$ cat src/rtl/sprite_blitter.sv
// Sprite blitter: copies a SPRITE_W x SPRITE_H palette-indexed sprite from ROM into the
// framebuffer at a latched (x, y), skipping transparent pixels and clipping off-screen ones.
module sprite_blitter #(
    parameter int unsigned SPRITE_W              = 50,
    parameter int unsigned SPRITE_H              = 50,
    parameter int unsigned VIDEO_WIDTH           = 640,
    parameter int unsigned VIDEO_HEIGHT          = 480,
    parameter int unsigned SPRITE_ADDR_WIDTH     = 13,
    parameter int unsigned FB_ADDR_WIDTH         = 20,
    parameter int unsigned PALETTE_ADDRESS_WIDTH = 9,
    parameter logic [PALETTE_ADDRESS_WIDTH-1:0] TRANSPARENT = '0
) (
    input  logic                             clk,
    input  logic                             resetn,
    input  logic                             start,
    input  logic [9:0]                       xPos,
    input  logic [8:0]                       yPos,
    output logic                             busy,
    output logic                             done,
    output logic [SPRITE_ADDR_WIDTH-1:0]     spriteAddr,
    input  logic [PALETTE_ADDRESS_WIDTH-1:0] spriteData,
    output logic [FB_ADDR_WIDTH-1:0]         fbAddr,
    output logic [PALETTE_ADDRESS_WIDTH-1:0] fbData,
    output logic                             fbWe,
    output logic [11:0]                      pixelsWritten
);

    localparam int unsigned SPRITE_PIXELS = SPRITE_W * SPRITE_H;
    localparam int unsigned COL_W         = (SPRITE_W > 1) ? $clog2(SPRITE_W) : 1;
    localparam int unsigned ROW_W         = (SPRITE_H > 1) ? $clog2(SPRITE_H) : 1;

    typedef enum logic [1:0] {
        IDLE,
        RUN,
        DRAIN
    } state_t;

    state_t                           state_q, state_d;
    logic [9:0]                       x_q, x_d;
    logic [8:0]                       y_q, y_d;
    logic [COL_W-1:0]                 col_q, col_d;
    logic [ROW_W-1:0]                 row_q, row_d;
    logic [SPRITE_ADDR_WIDTH-1:0]     spriteAddr_q, spriteAddr_d;
    logic                             busy_q, busy_d;
    logic                             done_q, done_d;
    logic                             drain_q, drain_d;
    logic                             issue;
    logic                             clear_cnt;

    // Pipeline stage holding placement of the pixel whose ROM data is on spriteData.
    logic                             pv_q, pv_d;
    logic                             pon_q, pon_d;
    logic [FB_ADDR_WIDTH-1:0]         paddr_q, paddr_d;

    logic                             fbWe_q, fbWe_d;
    logic [FB_ADDR_WIDTH-1:0]         fbAddr_q, fbAddr_d;
    logic [PALETTE_ADDRESS_WIDTH-1:0] fbData_q, fbData_d;
    logic [11:0]                      pixelsWritten_q, pixelsWritten_d;

    logic [10:0]                      sx;
    logic [9:0]                       sy;

    always_ff @(posedge clk or negedge resetn) begin
        if (!resetn) begin
            state_q         <= IDLE;
            x_q             <= '0;
            y_q             <= '0;
            col_q           <= '0;
            row_q           <= '0;
            spriteAddr_q    <= '0;
            busy_q          <= 1'b0;
            done_q          <= 1'b0;
            drain_q         <= 1'b0;
            pv_q            <= 1'b0;
            pon_q           <= 1'b0;
            paddr_q         <= '0;
            fbWe_q          <= 1'b0;
            fbAddr_q        <= '0;
            fbData_q        <= '0;
            pixelsWritten_q <= '0;
        end else begin
            state_q         <= state_d;
            x_q             <= x_d;
            y_q             <= y_d;
            col_q           <= col_d;
            row_q           <= row_d;
            spriteAddr_q    <= spriteAddr_d;
            busy_q          <= busy_d;
            done_q          <= done_d;
            drain_q         <= drain_d;
            pv_q            <= pv_d;
            pon_q           <= pon_d;
            paddr_q         <= paddr_d;
            fbWe_q          <= fbWe_d;
            fbAddr_q        <= fbAddr_d;
            fbData_q        <= fbData_d;
            pixelsWritten_q <= pixelsWritten_d;
        end
    end

    always_comb begin
        state_d      = state_q;
        x_d          = x_q;
        y_d          = y_q;
        col_d        = col_q;
        row_d        = row_q;
        spriteAddr_d = spriteAddr_q;
        busy_d       = busy_q;
        done_d       = 1'b0;
        drain_d      = drain_q;
        issue        = 1'b0;
        clear_cnt    = 1'b0;

        unique case (state_q)
            IDLE: begin
                if (start) begin
                    x_d          = xPos;
                    y_d          = yPos;
                    col_d        = '0;
                    row_d        = '0;
                    spriteAddr_d = '0;
                    busy_d       = 1'b1;
                    drain_d      = 1'b0;
                    issue        = 1'b1;
                    clear_cnt    = 1'b1;
                    state_d      = RUN;
                end
            end
            RUN: begin
                if (col_q == COL_W'(SPRITE_W - 1)) begin
                    col_d = '0;
                    row_d = row_q + 1'b1;
                end else begin
                    col_d = col_q + 1'b1;
                end
                spriteAddr_d = spriteAddr_q + 1'b1;
                issue        = 1'b1;
                if (spriteAddr_q == SPRITE_ADDR_WIDTH'(SPRITE_PIXELS - 2)) begin
                    state_d = DRAIN;
                    drain_d = 1'b0;
                end
            end
            DRAIN: begin
                // First DRAIN edge registers the final write; second raises done.
                if (!drain_q) begin
                    drain_d = 1'b1;
                end else begin
                    drain_d = 1'b0;
                    busy_d  = 1'b0;
                    done_d  = 1'b1;
                    state_d = IDLE;
                end
            end
            default: begin
                state_d = IDLE;
                busy_d  = 1'b0;
                drain_d = 1'b0;
            end
        endcase
    end

    // Placement is computed from the coordinates of the address being issued this edge.
    always_comb begin
        sx      = {1'b0, x_d} + 11'(col_d);
        sy      = {1'b0, y_d} + 10'(row_d);
        pv_d    = issue;
        pon_d   = (sx < 11'(VIDEO_WIDTH)) && (sy < 10'(VIDEO_HEIGHT));
        paddr_d = FB_ADDR_WIDTH'(sy) * FB_ADDR_WIDTH'(VIDEO_WIDTH) + FB_ADDR_WIDTH'(sx);
    end

    always_comb begin
        fbWe_d          = pv_q && pon_q && (spriteData != TRANSPARENT);
        fbAddr_d        = fbWe_d ? paddr_q : fbAddr_q;
        fbData_d        = fbWe_d ? spriteData : fbData_q;
        pixelsWritten_d = clear_cnt ? '0 : pixelsWritten_q + 12'(fbWe_d);
    end

    assign busy          = busy_q;
    assign done          = done_q;
    assign spriteAddr    = spriteAddr_q;
    assign fbAddr        = fbAddr_q;
    assign fbData        = fbData_q;
    assign fbWe          = fbWe_q;
    assign pixelsWritten = pixelsWritten_q;

endmodule

$ cat config.mk
export PLATFORM = sky130hd
export DESIGN_NAME = sprite_blitter
export DESIGN_NICKNAME = d
export VERILOG_FILES = /design/src/rtl/sprite_blitter.sv
export SDC_FILE = /design/constraint.sdc
export NUM_CORES = 1
export LEC_CHECK = 0
export BUFFER_PORTS_ARGS = -buffer_cell sky130_fd_sc_hd__buf_2
export CAP_MARGIN = 15
export CORE_MARGIN = 2
export CORE_UTILIZATION = 62
export CTS_CLUSTER_DIAMETER = 50
export CTS_CLUSTER_SIZE = 30
export DETAILED_ROUTE_END_ITERATION = 10
export PLACE_DENSITY_LB_ADDON = 0.08
export SYNTH_ARGS = -nofsm -noshare
export SYNTH_HDL_FRONTEND = slang
export SYNTH_SLANG_ARGS = --single-unit
$ cat constraint.sdc
create_clock -name clk -period 15.5 [get_ports clk]
set_clock_uncertainty 0.2 [all_clocks]
set_input_delay 3.1 -clock clk [delete_from_list [all_inputs] [get_ports clk]]
set_output_delay 3.1 -clock clk [all_outputs]
set_load 0.01 [all_outputs]
# Word-level counts from Yosys, hierarchy flattened
# Index checks and enable logic that the tools add are counted.
# totals
regBits,113
inputBits,31
word_cells,73
output_inout_bits,57
# op_classes
magnitude_cmp,2
n_reduce_logical,10
add_sub_neg,7
n_eq_ne,7
multipliers,1
mux,29
bitwise_logic,1
# ops
operator,n
13-bit one-hot mux with 2 select lines,1
6-bit 2-to-1 mux,4
6-bit one-hot mux with 2 select lines,2
20-bit by 11-bit adder with 20-bit output,1
10-bit 2-to-1 mux,2
9-bit 2-to-1 mux,2
"13-bit by 1-bit adder with 13-bit output, second input constant",1
"13-bit by 12-bit == test with 1-bit output, second input constant",1
"10-bit by 3-bit multiplier with 13-bit output, second input constant",1
13-bit 2-to-1 mux,1
12-bit by 1-bit adder with 12-bit output,1
"6-bit by 1-bit adder with 6-bit output, second input constant",2
12-bit 2-to-1 mux,1
10-bit by 6-bit adder with 11-bit output,1
"11-bit by 10-bit < comparator with 1-bit output, second input constant",1
9-bit by 6-bit adder with 10-bit output,1
"10-bit by 9-bit < comparator with 1-bit output, second input constant",1
1-bit 2-to-1 mux,9
9-bit nonzero test,1
"6-bit == test, second input constant",1
2-bit 2-to-1 mux,3
"2-bit != test, second input constant",3
1-bit one-hot mux with 3 select lines,2
2-bit one-hot mux with 3 select lines,1
9 further kinds,13

# Longest topological paths before layout
# depth
ltp_word,6
ltp_mapped,26

# Worst setup path after synthesis
# Ideal clock, no wire load.
# synth_timing
kind,input -> register
start,input port start
end,register paddr_q[18]
setup_ps,80
path_slack_ps,7417
arrival_time_ps,7803
cell_stages,23
path_cell_list,nor3b_2 > buf_2 > clkbuf_1 > nand2_1 > nand2_1 > ha_1 > inv_1 > fa_1 > nand2b_1 > o31a_1 > and4b_4 > or2_4 > xnor2_1 > ha_1 > ha_1 > o21ai_0 > o21ai_0 > or3b_1 > clkbuf_1 > nand2_1 > nor2b_1 > a222oi_1 > xnor2_1
# synth_via
elab_chain_cells,5
elab_cells_between_ends,12
classes_between,add/sub (3); mul (1); mux (8)
# synth_rtl
item,line_no,text
start: declaration,15,"input logic start,"
9-bit 2-to-1 mux,116,if (start) begin
9-bit 2-to-1 mux,114,unique case (state_q)
via y_d[0],40,"logic [8:0] y_q, y_d;"
9-bit by 6-bit adder with 10-bit output,165,"sy = {1'b0, y_d} + 10'(row_d);"
10-bit by 3-bit multiplier with 13-bit output,168,paddr_d = FB_ADDR_WIDTH'(sy) * FB_ADDR_WIDTH'(VIDEO_WIDTH) + FB_ADDR_WIDTH'(sx);
20-bit by 11-bit adder with 20-bit output,168,
via paddr_d[18],53,"logic [FB_ADDR_WIDTH-1:0] paddr_q, paddr_d;"
end signal: assignment,93,paddr_q <= paddr_d;
end: declaration,53,
# The timed path passes the listed nets, and every way through them passes these cells.
# A chain may end at the register's enable or synchronous reset.

# Worst setup path in the final report
# Same ends and word-level chain as after synthesis.

==> results.toml <==
[status]
status = "finished clean"

[synth]
synth.ff_latch_count = 113
synthArstFlopShare = 1.000
dominantRegCellSynth = "sky130_fd_sc_hd__dfrtp_1"
netlist_instances = 576
synthesis.area_mm2 = 0.006060
synth_seq_area_share = 0.4667
synth.distinct_cells = 69
synth_edf_count = 0
yosys_warnings = 0
synth_fp_nets = 649
synth_area_per_cell_um2 = 10.52

[critical_path]
crit_arrival_ns = 8.08
worst_setup_path_end_kind = "flip-flop"
crit_fanout = 33
worst_ep_required_time_ns = 15.74
critical_path.most_common_cell = "sky130_fd_sc_hd__ha_1"
timing.reg2reg.setup_slack_ns = 9.23
path_delay_family = "compound AO/OA/AOI/OAI gates"
timing_worst_setup_path_type = "in -> reg"
cp_slowest_cell = "sky130_fd_sc_hd__a211oi_1"
timing.critical_path.slowest_cell_delay_ns = 0.50
path_buf_inv = 3
crit_path_cell_chain = "buf_2 > nor3b_4 > buf_4 > nand2_1 > nand2_1 > ha_1 > inv_1 > fa_1 > nand2b_1 > o31a_1 > and4b_4 > or2_4 > xnor2_1 > ha_1 > ha_1 > a211oi_1 > o21ai_0 > a211oi_1 > o2111ai_1 > a222oi_1 > xnor2_1"
worst_setup_path_start_kind = "primary input"

[grt]
grt.total_usage = 0.2538
first_global_vias = 4364
grt_max_degree = 84
grt_remaining_overflow = 0
grt_antenna_before_repair = 0
first_pass_grt_wire_length_um = 20490

[die]
rows = 36
die_width_um = 102.9
floorplan.initialDensity = 0.6286
core-area_mm2 = 0.009639
fp.dieH_um = 102.9
die_area_mm2 = 0.01058
io_pins = 88

[place]
dp_hpwl_um = 8959
gp_routability_congestion = 0.8134
dpl.cell_count = 785
placement.setup.worst_slack_ns = 7.214
io_buffer_count = 87
placed_cell_area_mm2 = 0.006650

[timing]
worst_slew_pin_slew_ns = 1.006
fmax_ghz = 0.1276
timing.setup.tns_ns = 0
final_hold_vio_count = 0
timing_max_transition_violations_final = 0
share_of_the_clock_period_used_by_the_worst_path = 0.5054
period_minus_slack_ns = 7.834
total_of_endpoints_with_negative_setup_slack_in_the_final_report = 0
grt_setup_unrepaired = "false"
worst_slack_ns = 7.666
slew_headroom = 0.3291

[cts]
cts.htree.levels = 4
cts_post_setup_buffers_inserted = 0
cts_hold_buffers = 0
cts_tree = "yes"
clkSinkCount = 113
clk_pin_slew_ns = 0.06
numCtsBuffers = 17
postCtsResizedCells = 0
clock_latency_of_the_later_clocked_register_in_the_worst_skew_pair_ns = 0.52
ctsRootBufferMaster = "sky130_fd_sc_hd__clkbuf_8"
cts_max_path_buffers = 2

[route]
first_iter_violations = 174
wirelength_um = 12850
via_per_inst = 5.687
routed-via-count = 4646
detail_route.first_pass.iterations = 5
drtAntennaViolNets = 0
post-route-drc-count = 0
route.detailed.wl_per_inst_um = 15.72

[cells_and_area]
post-route-cell-area_mm2 = 0.007208
area_growth_syn_to_layout_pct = 18.96
design.final.nets = 744
fin_cells = 817
drive_gt1_frac = 0.2544
antenna_cells = 0

[flow_run]
cap_violations = 0

[power_and_ir_drop]
power_density_mw_per_mm2 = 210.0
total_leakage_power_nw = 3.440
vdd_ir_drop_max_mv = 0.1202

[hold_path]
worst_min_path_class = "reg -> reg"
-- per-stage QoR --
stage          total power [W]  hold slack, ns  utilization
2_1_floorplan        0.0009645          0.2464            -
3_3_place_gp          0.001114          0.2571       0.6899
3_5_place_dp          0.001141          0.2661       0.6899
4_1_cts               0.001519          0.2792       0.7478
5_1_grt               0.001625          0.2888       0.7478
6_report              0.001514          0.2794       0.7478
-- power by group --
part	internal (W)	switching, W	leakage [nW]
Combinational	0.000305	0.000377	1.79
Clock	0.000218	0.000147	0.261
Sequential	0.000406	0.0000605	1.39
Total	0.000929	0.000585	3.44
-- synth_stat cells (all sizes together) (3+ instances only) --
library cell,number,area share
o31ai,3,0.0037
fa,4,0.013
a31oi,8,0.0093
nor4,3,0.0031
o21a,8,0.0099
o211ai,7,0.0095
clkbuf,11,0.0068
nand2,58,0.036
xnor2,22,0.032
a21oi,13,0.011
nand4,13,0.013
nand3,25,0.021
buf,5,0.0052
nor2,37,0.023
o21ai,36,0.030
a211oi,6,0.0074
mux2,32,0.059
mux2i,10,0.017
a21o,7,0.0087
ha,38,0.078
nor2b,9,0.0093
inv,29,0.018
nand2b,7,0.0072
nor3,8,0.0074
dfrtp,113,0.47
a21boi,3,0.0037
or2,3,0.0035
and3,9,0.0093
xor2,15,0.022
-- registers in the layout, indices dropped and copies added, names as in the netlist --
name / cells
fbAddr: 20
paddr_q: 20
spriteAddr: 13
pixelsWritten: 12
x_q: 10
fbData: 9
y_q: 9
col_q: 6
row_q: 6
state_q: 2
busy: 1
done: 1
drain_q: 1
fbWe: 1
pon_q: 1
pv_q: 1
-- path summary, 6_finish.rpt --
check                       startpoint          end  depth (start not counted)
max                              start  paddr_q[18]                         21
min                        paddr_q[18]   fbAddr[18]                          1
max reg2reg                 state_q[0]  paddr_q[18]                         20
min reg2reg                paddr_q[18]   fbAddr[18]                          1
max in group asynchronous       resetn       x_q[1]                          2
min in group asynchronous       resetn   fbAddr[10]                          1
-- metal layers --
layer,global-route usage,vias up,part of all wire
li1,-,2263,-
met1,0.3545,2252,0.48
met2,0.3967,116,0.47
met3,0.06237,15,0.044
met4,0.07895,0,0.012
met5,0,-,0
-- kinds of logic after synthesis --
| family | after synthesis | share of synthesized area |
|---|---|---|
| adder cells (fa/ha/maj) | 42 | 0.09168 |
| flip-flops | 113 | 0.4667 |
| AND/OR/NAND/NOR | 189 | 0.1611 |
| multiplexers | 42 | 0.07599 |
| AO/OA/AOI/OAI | 108 | 0.1212 |
| buffers and inverters | 45 | 0.02994 |
| XOR/XNOR | 37 | 0.05348 |
-- placed cells by master (no fill, tap or decap), types with 13 or more instances in the layout --
cell	netlist	layout
sky130_fd_sc_hd__xnor2_1	22	22
sky130_fd_sc_hd__buf_2	4	86
sky130_fd_sc_hd__nand2_1	58	58
sky130_fd_sc_hd__clkbuf_16	0	16
sky130_fd_sc_hd__nand4_1	13	13
sky130_fd_sc_hd__nand3_1	25	25
sky130_fd_sc_hd__mux2_2	32	32
sky130_fd_sc_hd__o21ai_0	34	34
sky130_fd_sc_hd__dfrtp_1	113	113
sky130_fd_sc_hd__nor2_1	37	37
sky130_fd_sc_hd__ha_1	38	38
sky130_fd_sc_hd__inv_1	28	28
sky130_fd_sc_hd__xor2_1	15	15
-- area by class of cell --
class,count,area (um^2)
Clock buffer,18,427.9
Tap cell,133,166.4
Clock inverter,14,130.1
Timing Repair Buffer,92,475.5
Fill cell,688,2431
Multi-Input combinational cell,418,3072
Inverter,29,108.9
Sequential cell,113,2828
-- worst reg2reg max path, cell delays in order (launching register included) --
cell and delay, ns:
sky130_fd_sc_hd__dfrtp_1 0.61, sky130_fd_sc_hd__nor2b_1 0.72, sky130_fd_sc_hd__nand2_1 0.28, sky130_fd_sc_hd__nand2_1 0.16
sky130_fd_sc_hd__mux2_2 0.18, sky130_fd_sc_hd__ha_1 0.17, sky130_fd_sc_hd__inv_1 0.06, sky130_fd_sc_hd__fa_1 0.40
sky130_fd_sc_hd__nand2b_1 0.20, sky130_fd_sc_hd__o31a_1 0.30, sky130_fd_sc_hd__and4b_4 0.22, sky130_fd_sc_hd__or2_4 0.28
sky130_fd_sc_hd__xnor2_1 0.14, sky130_fd_sc_hd__ha_1 0.30, sky130_fd_sc_hd__ha_1 0.27, sky130_fd_sc_hd__a211oi_1 0.29
sky130_fd_sc_hd__o21ai_0 0.18, sky130_fd_sc_hd__a211oi_1 0.50, sky130_fd_sc_hd__o2111ai_1 0.20, sky130_fd_sc_hd__a222oi_1 0.39
sky130_fd_sc_hd__xnor2_1 0.17
Note: power is estimated with default switching activity, not from simulation.
